File: config.mk
export PLATFORM = sky130hd
export DESIGN_NAME = load_use_stall_ctrl
export DESIGN_NICKNAME = d
export VERILOG_FILES = /design/src/rtl/load_use_stall_ctrl_pkg.sv /design/src/rtl/load_use_stall_ctrl_lu_hazard_detect.sv /design/src/rtl/load_use_stall_ctrl.sv
export SDC_FILE = /design/constraint.sdc
export NUM_CORES = 1
export LEC_CHECK = 0
export ABC_AREA = 1
export CAP_MARGIN = 5
export CORE_MARGIN = 2
export CORE_UTILIZATION = 31
export CTS_BUF_LIST = sky130_fd_sc_hd__clkbuf_8
export DETAILED_ROUTE_END_ITERATION = 12
export GPL_TIMING_DRIVEN = 0
export PLACE_DENSITY_LB_ADDON = 0.05
export SLEW_MARGIN = 20
export SYNTH_ARGS = -nofsm -noshare
export SYNTH_HDL_FRONTEND = slang
export SYNTH_SLANG_ARGS = --single-unit
File: constraint.sdc
create_clock -name clk -period 1.96 [get_ports clk]
set_input_delay 0.49 -clock clk [delete_from_list [all_inputs] [get_ports clk]]
set_output_delay 0.49 -clock clk [all_outputs]
set_load 0.05 [all_outputs]
File: src/rtl/load_use_stall_ctrl_pkg.sv
// Shared pipeline definitions for the stall controller: stall-state encoding and register constants.
package load_use_stall_ctrl_pkg;

    localparam int REG_ADDR_W_DEFAULT = 5;
    localparam logic [REG_ADDR_W_DEFAULT-1:0] REG_ZERO = '0;

    typedef enum logic [1:0] {
        RUN      = 2'd0,
        LU_STALL = 2'd1,
        MEM_WAIT = 2'd2
    } stall_state_e;

endpackage

File: src/rtl/load_use_stall_ctrl_lu_hazard_detect.sv
// Combinational load-use comparator: flags ID source operands produced by a load sitting in EX.
module lu_hazard_detect
    import load_use_stall_ctrl_pkg::*;
#(
    parameter int REG_ADDR_W = REG_ADDR_W_DEFAULT
) (
    input  logic [REG_ADDR_W-1:0] id_rs,
    input  logic [REG_ADDR_W-1:0] id_rt,
    input  logic                  id_use_rs,
    input  logic                  id_use_rt,
    input  logic                  ex_mem_read,
    input  logic                  ex_reg_write,
    input  logic [REG_ADDR_W-1:0] ex_rd,
    output logic                  lu_rs,
    output logic                  lu_rt
);

    logic ex_load_src;

    // r0 and non-writing loads never produce a value worth waiting for
    assign ex_load_src = ex_mem_read & ex_reg_write & (ex_rd != REG_ADDR_W'(REG_ZERO));
    assign lu_rs       = ex_load_src & id_use_rs & (id_rs == ex_rd);
    assign lu_rt       = ex_load_src & id_use_rt & (id_rt == ex_rd);

endmodule

File: src/rtl/load_use_stall_ctrl.sv
// Load-use / memory-wait stall controller for the 5-stage core.
// Optional stall counter enabled by defining STALL_CNT_EN.
module load_use_stall_ctrl
    import load_use_stall_ctrl_pkg::*;
#(
    parameter int REG_ADDR_W = REG_ADDR_W_DEFAULT,
    parameter int CNT_W      = 32
) (
    input  logic                  clk,
    input  logic                  rst,
    input  logic [REG_ADDR_W-1:0] id_rs,
    input  logic [REG_ADDR_W-1:0] id_rt,
    input  logic                  id_use_rs,
    input  logic                  id_use_rt,
    input  logic                  ex_mem_read,
    input  logic                  ex_reg_write,
    input  logic [REG_ADDR_W-1:0] ex_rd,
    input  logic                  mem_req,
    input  logic                  mem_ready,
    output logic                  pc_hold,
    output logic                  ifid_hold,
    output logic                  idex_flush,
    output logic                  pipe_freeze,
    output logic                  hold_rs,
    output logic                  hold_rt,
    output logic [CNT_W-1:0]      stall_cycles
);

    stall_state_e state_q, state_d;
    logic lu_rs, lu_rt, lu, mem_stall;
    logic pc_hold_c, ifid_hold_c, idex_flush_c, pipe_freeze_c, hold_rs_c, hold_rt_c;

    lu_hazard_detect #(
        .REG_ADDR_W (REG_ADDR_W)
    ) u_lu_hazard_detect (
        .id_rs        (id_rs),
        .id_rt        (id_rt),
        .id_use_rs    (id_use_rs),
        .id_use_rt    (id_use_rt),
        .ex_mem_read  (ex_mem_read),
        .ex_reg_write (ex_reg_write),
        .ex_rd        (ex_rd),
        .lu_rs        (lu_rs),
        .lu_rt        (lu_rt)
    );

    assign lu        = lu_rs | lu_rt;
    assign mem_stall = mem_req & ~mem_ready;

    always_ff @(posedge clk or posedge rst) begin
        if (rst) begin
            state_q <= RUN;
        end else begin
            state_q <= state_d;
        end
    end

    // Memory wait outranks load-use; LU_STALL never re-detects a hazard
    always_comb begin
        state_d       = state_q;
        pc_hold_c     = 1'b0;
        ifid_hold_c   = 1'b0;
        idex_flush_c  = 1'b0;
        pipe_freeze_c = 1'b0;
        hold_rs_c     = 1'b0;
        hold_rt_c     = 1'b0;
        case (state_q)
            RUN: begin
                if (mem_stall) begin
                    pipe_freeze_c = 1'b1;
                    pc_hold_c     = 1'b1;
                    ifid_hold_c   = 1'b1;
                    state_d       = MEM_WAIT;
                end else if (lu) begin
                    pc_hold_c    = 1'b1;
                    ifid_hold_c  = 1'b1;
                    idex_flush_c = 1'b1;
                    hold_rs_c    = lu_rs;
                    hold_rt_c    = lu_rt;
                    state_d      = LU_STALL;
                end
            end
            LU_STALL: begin
                if (mem_stall) begin
                    pipe_freeze_c = 1'b1;
                    pc_hold_c     = 1'b1;
                    ifid_hold_c   = 1'b1;
                    state_d       = MEM_WAIT;
                end else begin
                    state_d = RUN;
                end
            end
            MEM_WAIT: begin
                if (mem_ready) begin
                    state_d = RUN;
                end else begin
                    pipe_freeze_c = 1'b1;
                    pc_hold_c     = 1'b1;
                    ifid_hold_c   = 1'b1;
                end
            end
            default: state_d = RUN;
        endcase
    end

    // Reset overrides everything so no stale replay flag leaks out
    assign pc_hold     = pc_hold_c     & ~rst;
    assign ifid_hold   = ifid_hold_c   & ~rst;
    assign idex_flush  = idex_flush_c  & ~rst;
    assign pipe_freeze = pipe_freeze_c & ~rst;
    assign hold_rs     = hold_rs_c     & ~rst;
    assign hold_rt     = hold_rt_c     & ~rst;

`ifdef STALL_CNT_EN
    logic [CNT_W-1:0] cnt_q, cnt_d;

    always_comb begin
        cnt_d = cnt_q;
        if (pc_hold && (cnt_q != {CNT_W{1'b1}})) begin
            cnt_d = cnt_q + CNT_W'(1);
        end
    end

    always_ff @(posedge clk or posedge rst) begin
        if (rst) begin
            cnt_q <= '0;
        end else begin
            cnt_q <= cnt_d;
        end
    end

    assign stall_cycles = cnt_q;
`else
    assign stall_cycles = '0;
`endif

endmodule

After elaboration in Yosys (flattened, before gate mapping):

Cells that the tools add are included.

* memories: 0
* logic and storage cells: 45
* register bits after elaboration: 2
* memory bits (writable): 0
* memory bits (read-only): 0
* input bits: 23
* latch bits: 0
* output and inout port bits: 38

* add/sub/neg operators: 0
* eq/ne operators: 6
* bitwise logic cells: 15
* $lt $le $gt $ge: 0
* divide/modulo/power cells: 0
* reductions and logical operators: 4
* multiplexer cells: 19
* shift-type cells: 0
* multiply operators: 0

Operator list (number)
* $and 1x1->1: 12
* $mux 1: 12
* $eq 5x5->1: 2
* $mux 2: 4
* $pmux 2 s3: 1
* $reduce_bool 5->1: 1
* $ne 3x3->1 const B: 1
* $pmux 1 s3: 1
* $eq 2x1->1 const B: 1
* $eq 2x2->1 const B: 1
* $logic_not 2->1: 1
* $ne 2x2->1 const B: 1
* $not 1->1: 2
* $pmux 1 s2: 1
* $reduce_and 2->1: 1
* $reduce_or 2->1: 1
* $or 1x1->1: 1

Logic depth before layout (Yosys ltp):

Gate-level depths: netlist (run 1).

* depth after elaboration: 9
* gate-level depth with buffers: 11
* mapped depth without buffers: 10

Cells and area by module:

A second synthesis (run 1) with hierarchy kept.

* cell total of the unflattened synthesis: 119
* area, all modules: 636.9 um2

By module, submodules not included
* load_use_stall_ctrl: area each 412.9 um2, times used 1, cells an instance 63, seq. area each 50.0 um2
* lu_hazard_detect: area each 224.0 um2, times used 1, cells an instance 56, seq. area each 0.0 um2

Worst setup path after synthesis (run 1):

OpenSTA, ideal clock, no wires.

* path kind: in2out
* start point: input ex_rd[3]
* end point: output pc_hold
* stages on the path: 10
* data arrival time: 1839 ps
* required time: 1470 ps
* path slack: -369 ps
* path buffers: 1
* cell sequence: inv_2 > nor2_1 > nor2_1 > nand2_1 > nor2_2 > nand3_2 > nand3_2 > nand2_2 > a21oi_2 > buf_4

* word-level cells in the longest chain between the ends: 9
* elaborated cells on any way between the ends: 13
* those cells by class: eq/ne: 2; mux: 3; bitwise: 7; reduce/logical: 1

Ends and longest elaborated chain
* start, declared: line load_use_stall_ctrl.sv:17 `input logic [REG_ADDR_W-1:0] ex_rd,`
* $reduce_bool 5->1: line load_use_stall_ctrl_lu_hazard_detect.sv:21 `assign ex_load_src = ex_mem_read & ex_reg_write & (ex_rd != REG_ADDR_W'(REG_ZERO));`
* $and 1x1->1: line load_use_stall_ctrl_lu_hazard_detect.sv:21
* $and 1x1->1, on equally long branches (2 in a row): line load_use_stall_ctrl_lu_hazard_detect.sv:22, load_use_stall_ctrl_lu_hazard_detect.sv:23
* $or 1x1->1 (*): line load_use_stall_ctrl.sv:47 `assign lu = lu_rs | lu_rt;`
* $mux 1 (*) (2 in a row)
* $pmux 1 s3 (*)
* $and 1x1->1 (*)
* end, declared: line load_use_stall_ctrl.sv:20 `output logic pc_hold,`

Every way passes the cells marked *; elsewhere a longest branch is shown, timed or not.

Worst setup path after layout (run 1):

* start point: input ex_rd[3]
* end point: output pc_hold

* word-level cells in the longest chain between the ends: 9
* elaborated cells on any way between the ends: 13
* those cells by class: eq/ne: 2; mux: 3; bitwise: 7; reduce/logical: 1

Ends and longest elaborated chain
* $reduce_bool 5->1: line load_use_stall_ctrl_lu_hazard_detect.sv:21
* $and 1x1->1: line load_use_stall_ctrl_lu_hazard_detect.sv:21
* $and 1x1->1, on equally long branches (2 in a row): line load_use_stall_ctrl_lu_hazard_detect.sv:22, load_use_stall_ctrl_lu_hazard_detect.sv:23
* $or 1x1->1 (*): line load_use_stall_ctrl.sv:47
* $mux 1 (*): line load_use_stall_ctrl.sv:74 `end else if (lu) begin`
* $mux 1 (*): line load_use_stall_ctrl.sv:69 `if (mem_stall) begin`
* $pmux 1 s3 (*): line load_use_stall_ctrl.sv:67 `case (state_q)`
* $and 1x1->1 (*): line load_use_stall_ctrl.sv:107 `assign pc_hold = pc_hold_c & ~rst;`

Marked as above.

==> qor.csv, run 1 <==
metric,value,unit
placed instance area,1080,sq um
Crit path required time,1470,ps
Core Region,1940,sq um
peak supply drop,238,uV
IO Pins,61,
unique cell type count in the Yosys netlist,18,
H-tree depth,1,
Leakage,0.749,nW
Synth Instances,104,
hold_buf cts,0,
Top Family by Delay on Critical Path,simple AND/OR/NAND/NOR gates,
Critical Path End Type,primary output,
clock latency on the worst-skew pair,200,ps
first-pass GRT wire length,2.25,mm
failing checks,negative setup slack,
RD Place Congestion,0.620,
max-cap check violation count,0,
Max Freq,489,MHz
Layout Nets,202,
Worst EP arrival,1550,ps
Root Buffer,clkbuf_8,
leading registers by flop count,state_q (2),
fin. max-slew vios,0,
initial antenna violation count,0,
mapped cell area,629,sq um
setup ws final,-84.6,ps
worst setup path category,in -> out,
"FF+latch count, synth",2,
Crit Path Max Fanout,4,
Tot GR Track Use,11.4,%
total iterations of the first detailed-routing run,4,
Synth Area per Inst,6.05,sq um
Area Overhead vs Synth,104,%
"Design Area, Final",1280,sq um
CTS tree,built,
Final HPWL DP,1.13,mm
final worst-path cycle share,104,%
Initial Util,32.4,%
Post-Route Utilization,66.1,%
Clock Sinks,2,
DRC viols,0,
crit path cell chain,"buf_8, inv_8, nor2_4, nor2_2, nand2_2, nor2_4, nand3_4, nand3_2, nand2_2, a21oi_4, buf_6, buf_8",
proportion of netlist area held by the largest area contributor,39.4,%
Vias per Instance,3.47,
"commonest non-fill, non-tap cell in the layout",buf_4,
fill count,188,
skew final,0.599,ps
status,"finished, violations left",
die height,49.1,um
num rows,16,
final WL,1.42,mm
unrepaired setup endpoints after global routing,yes,
pre-CTS setup slack,-1200,ps
Die W,49.1,um
largest register by flop count,state_q,
Critical-path top delay cell,a21oi_4,
CP bufs+invs,4,
number of global-route vias before repair,602,
CP peak stage delay,150,ps
synth top area cells,"buf_4, nand2_1, inv_1",
"commonest non-fill, non-tap cells in the layout","buf_4, conb_1, nand2_1",
largest net degree at the start of global routing,5,
Num CTS Buffers,3,
n_diodes,0,
Syn. warnings,0,
post-synthesis sequential area ratio,7.95,%
die area,2410,sq um
fraction of layout cells with a size suffix above 1,60.5,%
routed via count,707,
nature of the critical path startpoint,input port,
CTS max path bufs,2,
Tot Pwr,555,uW
global route overflow,0,
final hold vios,0,
Final setup viols,5,
reg2reg setup slack,1000,ps
Port Buffers,28,
Wirelength per Cell,6.95,um
Antenna Nets Post-Route,0,
Worst Hold Slack,355,ps
Synth area leader,buf_4,
worst hold-check path type,in -> async,
pwr/cell area,432,nW/um^2
post-layout minimum cycle time,2040,ps
Largest register FFs,2,
clock-pin slew on the worst setup and hold paths,30,ps
First DRT Iteration DRCs,2,
worst reg2reg max path, stage by stage, from the launching register on:
cell	delay, ps
dfrtp_1	400
nor3_2	210
inv_1	100
o21ai_4	80
buf_4	130
final timing paths:
path	to	from	cells after the start
max reg2reg	state_q[1]	state_q[0]	4
min reg2reg	state_q[0]	state_q[1]	3
max	pc_hold	ex_rd[3]	12
max in group asynchronous	state_q[0]	rst	2
min in group clk	state_q[0]	state_q[1]	3
min	state_q[1]	rst	2
power breakdown:
| part | total [mW] | switching, mW | internal (mW) |
|---|---|---|---|
| combinational | 0.353 | 0.231 | 0.122 |
| clock | 0.155 | 0.0262 | 0.129 |
| sequential | 0.0462 | 0.00203 | 0.0442 |
| total | 0.555 | 0.259 | 0.296 |
area by class of cell:
class	instances	area, sq um	share of cell area [%]
Multi-Input combinational cell	81	498	38.8
Timing Repair Buffer	39	330	25.7
Buffer	33	251	19.6
Inverter	19	78.8	6.14
Sequential cell	2	50.0	3.90
Clock buffer	3	41.3	3.22
Tap cell	27	33.8	2.63
cells by family (layout without fill, tap and decap cells):
family / after synthesis / after routing / synth area share, %
other: 1 / 32 / 0.596
AOI/OAI and AO/OA: 6 / 6 / 6.36
and+or+nand+nor: 39 / 39 / 28.8
buffers and inverters: 52 / 94 / 50.7
xor gates and xnor gates: 4 / 4 / 5.57
DFF: 2 / 2 / 7.95
routing by layer:
metal / GRT usage, % / part of all wire [%] / up-vias
li1: - / - / 389
met1: 11.2 / 32 / 292
met2: 23.7 / 61 / 26
met3: 1.23 / 7.5 / 0
met4: 4.29 / 0 / 0
met5: 0 / 0 / -
stage by stage:
step / TNS (ps) / instances
final: -215 / 204
after floorplan: -275 / 135
after global placement: -5880 / 190
after global routing: -646 / 204
after detailed placement: -5950 / 190
after CTS: -657 / 202
what timing repair did:
item	in CTS	in global routing
buffers inserted	9	2
gates resized for setup	124	34
hold endpoints to repair	0	0
pin swaps	26	23
gates cloned	0	0
endpoints found under the setup margin	6	6
synthesized netlist by cell type:
cell / instances
dfrtp_1: 2
nand2_2: 1
xor2_1: 4
a21oi_1: 2
a21oi_2: 1
inv_1: 14
o21ai_2: 1
nor3_1: 1
nor2_1: 12
inv_2: 5
o21ai_0: 1
a21boi_1: 1
conb_1: 1
nor2_2: 1
nand2_1: 17
nand3_1: 3
nand3_2: 4
buf_4: 33
(Power assumes the default switching activity.)
==> inputs of run 2 (changes only) <==
REMOVE_ABC_BUFFERS = 1   (was default)
==> qor.csv, run 2 (synthesis gave the netlist of run 1 again) <==
metric,value,unit,change
Wirelength per Cell,7.82,um,+13%
clock-pin slew on the worst setup and hold paths,30,ps,about the same
nature of the critical path startpoint,input port,,
unrepaired setup endpoints after global routing,yes,,
M1 WL,526,um,+16%
Layout Nets,167,,-17%
Final HPWL DP,974,um,-14%
RD Place Congestion,0.733,,+18%
hold_buf cts,0,,unchanged
First DRT Iteration DRCs,2,,unchanged
Area Overhead vs Synth,58.1,%,
crit path cell chain,"buf_2, xor2_1, nor2_1, nand3_4, nand3_2, nand2_2, a21oi_4, buf_6",,
clock latency on the worst-skew pair,210,ps,about the same
peak supply drop,303,uV,+27%
Num CTS Buffers,3,,unchanged
first-pass GRT wire length,2.13,mm,-5.5%
highest metal used,met3,,
"Design Area, Final",995,sq um,-23%
reg2reg end,state_q[1],,
Leakage,0.553,nW,-26%
Antenna Nets Post-Route,0,,unchanged
Max Freq,500,MHz,+2.3%
largest register by flop count,state_q,,
initial antenna violation count,0,,unchanged
CP bufs+invs,2,,-2
Crit Path Max Fanout,4,,unchanged
Vias per Instance,3.73,,+7.6%
Crit path required time,1470,ps,about the same
largest net degree at the start of global routing,5,,unchanged
fraction of layout cells with a size suffix above 1,49.3,%,-11 points
CTS max path bufs,2,,unchanged
Top Family by Delay on Critical Path,simple AND/OR/NAND/NOR gates,,
pwr/cell area,506,nW/um^2,+17%
Die W,49.1,um,unchanged
total iterations of the first detailed-routing run,2,,-2
worst hold-check path type,in -> async,,
final worst-path cycle share,102,%,-2.3 points
Reg-to-Reg Start,state_q[0],,
number of global-route vias before repair,544,,-9.6%
Port Buffers,28,,unchanged
final hold vios,0,,unchanged
Largest register FFs,2,,unchanged
n_diodes,0,,unchanged
Initial Util,32.4,%,unchanged
fill count,201,,+6.9%
H-tree depth,1,,unchanged
Final setup viols,2,,-3
DRC viols,0,,unchanged
routed via count,630,,-11%
placed instance area,812,sq um,-25%
met2 WL,661,um,-23%
status,"finished, violations left",,
die area,2410,sq um,unchanged
global route overflow,0,,unchanged
Core Region,1940,sq um,unchanged
metal3 WL,134,um,+25%
Worst Hold Slack,351,ps,-3.91 ps
die height,49.1,um,unchanged
"commonest non-fill, non-tap cell in the layout",conb_1,,
setup ws final,-38.9,ps,+45.7 ps
Worst EP arrival,1510,ps,-40 ps
max-cap check violation count,0,,unchanged
CP peak stage delay,180,ps,+30 ps
Tot Pwr,503,uW,-9.4%
Clock Sinks,2,,unchanged
IO Pins,61,,unchanged
Tot GR Track Use,11.4,%,about the same
FF-to-FF path depth,3,,-1
Critical Path End Type,primary output,,
fin cells,169,,-17%
FF/Latch Area,50.0,sq um,unchanged
Multi-input gate area,492,sq um,-1.3%
reg2reg setup slack,1030,ps,+30 ps
CTS tree,built,,
leading registers by flop count,state_q (2),,
"commonest non-fill, non-tap cells in the layout","conb_1, nand2_1, inv_1, buf_4, buf_2",,
fin. max-slew vios,0,,unchanged
skew final,3.34,ps,+2.74 ps
num rows,16,,unchanged
DP Cell Count,157,,-17%
failing checks,negative setup slack,,
post-layout minimum cycle time,2000,ps,-45.7 ps
Critical-path top delay cell,nor2_1,,
Root Buffer,clkbuf_8,,
final WL,1.32,mm,-6.8%
worst setup path category,in -> out,,
==> run 2: final cells by class <==
| type | instances | share of cell area [%] |
|---|---|---|
| repair buffers | 37 | 29.8 |
| flip-flops and latches | 2 | 5.03 |
| inverters | 19 | 8.18 |
| multi-input cells | 81 | 49.4 |
| well taps | 27 | 3.40 |
| clock buffers | 3 | 4.15 |
==> run 2: per-layer routing <==
metal	track usage (%)	vias up
li1	-	321
met1	12.5	268
met2	18.9	41
met3	3.68	0
met4	7.14	0
met5	0	-
==> run 2: where the power goes <==
group | total, mW | switching [mW] | internal (mW)
Combinational | 0.292 | 0.222 | 0.0706
Sequential | 0.0466 | 0.00241 | 0.0442
Clock | 0.164 | 0.0341 | 0.130
Total | 0.503 | 0.258 | 0.245
==> run 2: timing repair <==
item,in CTS,in global routing
pin swaps,27,17
hold endpoints to repair,0,0
gates resized for setup,127,28
cloned,0,0
endpoints found under the setup margin,6,6
setup buffers,7,2
==> run 2: worst max-delay path by stage <==
stage                        start   endpoint  slack (ps)  cells after the start
after floorplan           ex_rd[3]  ifid_hold        -440                      9
after global placement    ex_rd[1]    pc_hold       -1090                     12
after detailed placement  ex_rd[1]  ifid_hold       -1120                     10
after CTS                 ex_rd[3]  ifid_hold        -120                     11
after global routing      ex_rd[3]    pc_hold        -130                     12
final                     ex_rd[4]  ifid_hold         -40                      8
==> run 2: worst reg2reg max path, stage by stage, from the launching register on <==
cell,delay [ps]
dfrtp_1,410
nor3_2,240
inv_1,110
o21ai_4,90
==> run 2: per-stage QoR <==
stage	TNS, ps	utilization (%)	setup WS, ps
final	-77.6	51.2	-38.9
after global routing	-269	51.2	-126
after CTS	-251	45.9	-120
after detailed placement	-5850	41.8	-1120
after global placement	-5760	41.8	-1090
after floorplan	-1290	-	-444
